## src/rtl/filter_rd_ctrl.sv

```systemverilog
`default_nettype none
// ============================================================================
// Module  : filter_rd_ctrl
// Purpose : Reads accepted 188-byte packets out of the ping-pong data RAM and
//           streams them with their match index; rejected packets are skipped.
// Revision: 1.0 - initial release
// ============================================================================
module filter_rd_ctrl #(
    parameter int PKT_LEN         = 188,
    parameter int DRAM_ADDR_WIDTH = 9,
    parameter int DRAM_RD_LATENCY = 2
) (
    input  logic                       clk,
    input  logic                       rst,
    input  logic                       filter_eop,
    input  logic                       pid_find,
    input  logic [11:0]                pid_index,
    output logic [DRAM_ADDR_WIDTH-1:0] dram_raddr,
    input  logic [7:0]                 dram_rdata,
    output logic                       ts_out_valid,
    output logic [7:0]                 ts_out_data,
    output logic                       ts_out_sop,
    output logic                       ts_out_eop,
    output logic [11:0]                ts_out_index,
    output logic [15:0]                drop_cnt,
    output logic                       busy
);

    localparam int                 c_CNT_W = DRAM_ADDR_WIDTH - 1;
    localparam logic [c_CNT_W-1:0] c_LAST  = c_CNT_W'(PKT_LEN - 1);
    localparam logic [c_CNT_W-1:0] c_ONE   = c_CNT_W'(1);

    localparam logic [0:0] ST_IDLE = 1'b0;
    localparam logic [0:0] ST_READ = 1'b1;

    logic [0:0]         r_state;
    logic [0:0]         w_nxt_state;
    logic               r_bank_wr;
    logic [c_CNT_W-1:0] r_rd_cnt;
    logic               r_job_bank;
    logic [11:0]        r_job_index;
    logic               r_pend_full;
    logic               r_pend_bank;
    logic [11:0]        r_pend_index;
    logic [15:0]        r_drop_cnt;

    logic w_job_new;
    logic w_last;
    logic w_start;
    logic w_take_pend;
    logic w_take_new;
    logic w_pend_fill;
    logic w_drop;
    logic w_valid;
    logic w_sop;
    logic w_eop;

    logic [DRAM_RD_LATENCY-1:0] r_dly_valid;
    logic [DRAM_RD_LATENCY-1:0] r_dly_sop;
    logic [DRAM_RD_LATENCY-1:0] r_dly_eop;
    logic [11:0]                r_dly_index [DRAM_RD_LATENCY];

    logic        r_out_valid;
    logic [7:0]  r_out_data;
    logic        r_out_sop;
    logic        r_out_eop;
    logic [11:0] r_out_index;

    always_ff @(posedge clk) begin
        if (rst) begin
            r_state <= ST_IDLE;
        end else begin
            r_state <= w_nxt_state;
        end
    end

    always_comb begin
        w_job_new   = filter_eop & pid_find;
        w_last      = (r_state == ST_READ) && (r_rd_cnt == c_LAST);
        w_start     = 1'b0;
        w_nxt_state = r_state;
        case (r_state)
            ST_IDLE: begin
                if (r_pend_full || w_job_new) begin
                    w_start     = 1'b1;
                    w_nxt_state = ST_READ;
                end
            end
            ST_READ: begin
                if (w_last) begin
                    if (r_pend_full || w_job_new) begin
                        w_start = 1'b1;
                    end else begin
                        w_nxt_state = ST_IDLE;
                    end
                end
            end
            default: w_nxt_state = ST_IDLE;
        endcase
        // The pending job always wins the start slot; a new job then refills it.
        w_take_pend = w_start & r_pend_full;
        w_take_new  = w_start & ~r_pend_full;
        w_pend_fill = w_job_new & ~w_take_new & (~r_pend_full | w_take_pend);
        w_drop      = w_job_new & ~w_take_new & r_pend_full & ~w_take_pend;
        w_valid     = (r_state == ST_READ);
        w_sop       = w_valid && (r_rd_cnt == '0);
        w_eop       = w_valid && (r_rd_cnt == c_LAST);
    end

    always_ff @(posedge clk) begin
        if (rst) begin
            r_bank_wr    <= 1'b0;
            r_rd_cnt     <= '0;
            r_job_bank   <= 1'b0;
            r_job_index  <= '0;
            r_pend_full  <= 1'b0;
            r_pend_bank  <= 1'b0;
            r_pend_index <= '0;
            r_drop_cnt   <= '0;
        end else begin
            if (filter_eop) begin
                r_bank_wr <= ~r_bank_wr;
            end
            if (w_start) begin
                r_rd_cnt    <= '0;
                r_job_bank  <= w_take_pend ? r_pend_bank  : r_bank_wr;
                r_job_index <= w_take_pend ? r_pend_index : pid_index;
            end else if ((r_state == ST_READ) && !w_last) begin
                r_rd_cnt <= r_rd_cnt + c_ONE;
            end
            if (w_pend_fill) begin
                r_pend_full  <= 1'b1;
                r_pend_bank  <= r_bank_wr;
                r_pend_index <= pid_index;
            end else if (w_take_pend) begin
                r_pend_full <= 1'b0;
            end
            if (w_drop && (r_drop_cnt != 16'hFFFF)) begin
                r_drop_cnt <= r_drop_cnt + 16'd1;
            end
        end
    end

    // Sideband delay line matches the RAM read latency so it lines up with rdata.
    always_ff @(posedge clk) begin
        if (rst) begin
            r_dly_valid <= '0;
            r_dly_sop   <= '0;
            r_dly_eop   <= '0;
            for (int i = 0; i < DRAM_RD_LATENCY; i++) begin
                r_dly_index[i] <= '0;
            end
            r_out_valid <= 1'b0;
            r_out_data  <= '0;
            r_out_sop   <= 1'b0;
            r_out_eop   <= 1'b0;
            r_out_index <= '0;
        end else begin
            r_dly_valid[0] <= w_valid;
            r_dly_sop[0]   <= w_sop;
            r_dly_eop[0]   <= w_eop;
            r_dly_index[0] <= r_job_index;
            for (int i = 1; i < DRAM_RD_LATENCY; i++) begin
                r_dly_valid[i] <= r_dly_valid[i-1];
                r_dly_sop[i]   <= r_dly_sop[i-1];
                r_dly_eop[i]   <= r_dly_eop[i-1];
                r_dly_index[i] <= r_dly_index[i-1];
            end
            r_out_valid <= r_dly_valid[DRAM_RD_LATENCY-1];
            r_out_data  <= dram_rdata;
            r_out_sop   <= r_dly_sop[DRAM_RD_LATENCY-1];
            r_out_eop   <= r_dly_eop[DRAM_RD_LATENCY-1];
            r_out_index <= r_dly_index[DRAM_RD_LATENCY-1];
        end
    end

    assign dram_raddr   = {r_job_bank, r_rd_cnt};
    assign ts_out_valid = r_out_valid;
    assign ts_out_data  = r_out_data;
    assign ts_out_sop   = r_out_sop;
    assign ts_out_eop   = r_out_eop;
    assign ts_out_index = r_out_index;
    assign drop_cnt     = r_drop_cnt;
    assign busy         = (r_state != ST_IDLE) | r_pend_full;

endmodule
`default_nettype wire

```

## config.mk

```make
export PLATFORM = sky130hd
export DESIGN_NAME = filter_rd_ctrl
export DESIGN_NICKNAME = d
export VERILOG_FILES = /design/src/rtl/filter_rd_ctrl.sv
export SDC_FILE = /design/constraint.sdc
export NUM_CORES = 1
export LEC_CHECK = 0
export ABC_CLOCK_PERIOD_IN_PS = 2680
export CORE_MARGIN = 8
export CORE_UTILIZATION = 30
export CTS_BUF_LIST = sky130_fd_sc_hd__clkbuf_2 sky130_fd_sc_hd__clkbuf_4 sky130_fd_sc_hd__clkbuf_8
export DETAILED_ROUTE_END_ITERATION = 6
export PLACE_DENSITY = 0.46
export SYNTH_ARGS = -nofsm -noshare
export SYNTH_HDL_FRONTEND = slang
export SYNTH_SLANG_ARGS = --single-unit
```

## constraint.sdc

```tcl
create_clock -name clk -period 2.68 [get_ports clk]
set_clock_uncertainty 0.15 [all_clocks]
set_input_delay 0.536 -clock clk [delete_from_list [all_inputs] [get_ports clk]]
set_output_delay 0.536 -clock clk [all_outputs]
set_load 0.05 [all_outputs]
```

==> results.sh <==
export IMPL_rows=43
export IMPL_grt_pass1_wl_um=16200
export IMPL_first_pass_iters=4
export IMPL_syn_inst=428
export IMPL_synth_area_mm2=0.00423
export IMPL_cp_slowest_cell="clkdlybuf4s50_1"
export IMPL_critPathKind="reg -> out"
export IMPL_start_kind="flop"
export IMPL_postCtsSetupBuffers=0
export IMPL_fin_cells=675
export IMPL_arrival_ps=1750
export IMPL_nets=517
export IMPL_required_ps=1990
export IMPL_syn_avg_cell_area_um2=9.88
export IMPL_synth_nets=455
export IMPL_finalSetupTns_ps=0
export IMPL_placedCellCount=659
export IMPL_ys_seq_area_share_pct=50.2
export IMPL_core_area_mm2=0.0138
export IMPL_n_fill_cell=1400
export IMPL_grt_max_degree=38
export IMPL_worst_r2r_setup_slack_ps=390
export IMPL_crit_buf_inv=1
export IMPL_grt_overflow=0
export IMPL_cts_tree="built"
export IMPL_tightest_slew_ps=665
export IMPL_critPathTopFamily="buffers and inverters"
export IMPL_outcome="finished clean"
export IMPL_ir_drop_mv=0.192
export IMPL_yosysUniqueCellTypes=46
export IMPL_antenna_found_initial=0
export IMPL_cts_max_level=3
export IMPL_n_antenna_cell=0
export IMPL_period_needed_ps=2430
export IMPL_synth_ff_type="dfxtp_1"
export IMPL_maxSlewHeadroom_pct=55.5
export IMPL_crit_fanout=8
export IMPL_die_y_um=135
export IMPL_timing_final_crit_share_pct=90.7
export IMPL_path_cells="clkdlybuf4s50_1"
export IMPL_port_buffers=72
export IMPL_grt_use_total_pct=11.1
export IMPL_ys_async_sr_fraction_pct=0
export IMPL_hold_violations=0
export IMPL_crit_start="r_rd_cnt[2]"
export IMPL_cts_repair_resized=0
export IMPL_power_uw=3000
export IMPL_cts_buffer_depth=2
export IMPL_dieArea_mm2=0.0181
export IMPL_fin_area_mm2=0.00535
export IMPL_clkSlewWorstSetupHoldPaths_ps=110
export IMPL_dr_wl_met3_um=518
export IMPL_path_depth=1
export IMPL_final_core_util_pct=38.7
export IMPL_area_delta_synth_final_pct=26.5
export IMPL_vias=3235
export IMPL_dpl_cell_area_mm2=0.00513
export IMPL_cts_sinks=106
export IMPL_max_stage_delay_ps=870
export IMPL_first_global_vias=3119
export IMPL_cts_hold_buf=0
export IMPL_final_antenna_net_count=0
export IMPL_gp_congestion=0.749
export IMPL_synth_top_area_share_pct=50.2
export IMPL_clk_latency_ps=380
export IMPL_cts_buffers=9
export IMPL_ys_warnings_count=0
export IMPL_drtIter0Drc=193
export IMPL_synth_top_area_cell="dfxtp_1"
export IMPL_clock_root_buffer="clkbuf_8"
export IMPL_critPathCaptureType="primary output"
export IMPL_powerDensity_mw_per_mm2=562
export IMPL_hold_path_class="reg -> reg"
export IMPL_dieWidth_um=135
export IMPL_highest_layer="met4"
export IMPL_drive_gt1_share_pct=11.7
export IMPL_wl_met2_um=3970
export IMPL_yosys_top_cells_area="dfxtp_1 (50%), nor2b_1 (8.0%), a21oi_1 (5.0%)"
export IMPL_max_freq_ghz=0.411
export IMPL_ios=73
export IMPL_r2r_start="r_rd_cnt[0]"
export IMPL_wl_per_cell_um=14.3
export IMPL_dp_hpwl_um=6690
export IMPL_cap_violations=0
export IMPL_via_per_inst=4.79
export IMPL_crit_end="dram_raddr[2]"
export IMPL_synth_edf_count=0
export IMPL_rr_endpoint="drop_cnt[11]"
export IMPL_start_util_pct=30.6
export IMPL_reg2regPathDepth=5
export IMPL_synth_seq_cells=106
export IMPL_rsz0062_at_grt="no"
export IMPL_setup_viol=0
export IMPL_wl_met1_um=4940
export IMPL_multi_input_area_mm2=0.00194
export IMPL_routed_wl_um=9640
export IMPL_register_area_mm2=0.00212
export IMPL_leakage_uw=0.00175
export IMPL_drc_errors=0
export IMPL_drv_slew=0
## kinds of logic after synthesis
family | after synthesis | share of synthesized area (%)
mux | 28 | 7.25
xor+xnor | 8 | 1.66
flops | 106 | 50.2
compound gates | 92 | 14.3
simple gates | 153 | 21.5
fa+ha+maj | 3 | 0.888
buf+inv | 38 | 4.23
## synthesized netlist by cell type (2+ instances only)
| library cell | count |
|---|---|
| a211oi_1 | 13 |
| a21oi_1 | 42 |
| and3_1 | 3 |
| and4_1 | 5 |
| buf_2 | 8 |
| buf_4 | 3 |
| buf_6 | 2 |
| clkbuf_1 | 20 |
| dfxtp_1 | 106 |
| ha_1 | 3 |
| inv_1 | 4 |
| mux2_2 | 13 |
| mux2_4 | 2 |
| mux2i_1 | 13 |
| nand2_1 | 10 |
| nand3_1 | 30 |
| nand4_1 | 8 |
| nor2_1 | 17 |
| nor2b_1 | 54 |
| nor4_1 | 2 |
| nor4_2 | 2 |
| o211ai_1 | 15 |
| o21ai_0 | 3 |
| o21ai_4 | 2 |
| o31ai_1 | 10 |
| or2_2 | 2 |
| or4_1 | 11 |
| xnor2_1 | 5 |
| xor2_1 | 3 |
## area by class of cell
cell class	instances	share of cell area [%]
clock buffer	10	2.46
tap	180	4.21
multi-input combinational	284	36.2
inverter	4	0.281
sequential	106	39.7
timing repair buffer	85	15.6
clock inverter	6	1.52
## cells in the final DEF (no fill, tap or decap), types with 2 or more instances in the layout
master           synthesis  layout
or4_1                   11      11
nand3_1                 30      30
mux2i_1                 13      13
nor4_2                   2       3
and4_1                   5       5
mux2_4                   2       2
ha_1                     3       3
xor2_1                   3       3
nor2_1                  17      17
buf_4                    3      12
o21ai_0                  3       3
inv_6                    0       4
nand2_1                 10      10
xnor2_1                  5       5
and3_1                   3       3
a21oi_1                 42      42
o211ai_1                15      15
clkbuf_8                 0       9
a211oi_1                13      13
buf_12                   0       2
clkdlybuf4s50_1          0      70
o31ai_1                 10      10
mux2_2                  13      13
o21ai_4                  2       2
nand4_1                  8       8
dfxtp_1                106     106
inv_1                    4       4
or2_2                    2       2
nor2b_1                 54      54
## worst min path at each step
stage	start	endpoint	slack (ps)	cells after the start
after CTS	r_dly_index[0][11]	r_dly_index[1][11]	300	1
final	r_dly_index[0][0]	r_dly_index[1][0]	300	1
after floorplan	r_dly_eop[0]	r_dly_eop[1]	260	1
after global routing	r_dly_index[0][11]	r_dly_index[1][11]	310	1
after global placement	r_dly_index[0][11]	r_dly_index[1][11]	270	1
after detailed placement	r_dly_index[1][1]	ts_out_index[1]	280	1
## sequential cells by signal, summed over array words and instances, names as in the netlist, 2 cells and up
| register | count |
|---|---|
| ts_out_data | 8 |
| r_dly_sop | 2 |
| r_dly_eop | 2 |
| drop_cnt | 16 |
| r_dly_valid | 2 |
| r_dly_index | 24 |
| r_pend_index | 12 |
| ts_out_index | 12 |
| r_rd_cnt | 8 |
| r_job_index | 12 |
## metal layers
metal | vias to the layer above | global-route usage [%]
met3 | 13 | 2.71
met4 | 0 | 5.80
met1 | 1479 | 15.0
li1 | 1665 | -
met5 | - | 0
met2 | 78 | 15.9
## report_power, final
part | switching, uW | leakage, uW | internal [uW]
Sequential | 21.6 | 0.000862 | 1630
Combinational | 173 | 0.000783 | 130
Clock | 587 | 0.000108 | 464
## per-stage QoR
step                      setup slack, ps  hold slack [ps]
final                                 248              298
after global routing                  160              309
after global placement                237              272
after CTS                             212              303
after floorplan                       412              264
after detailed placement              200              278
Note: power is estimated with default switching activity, not from simulation.
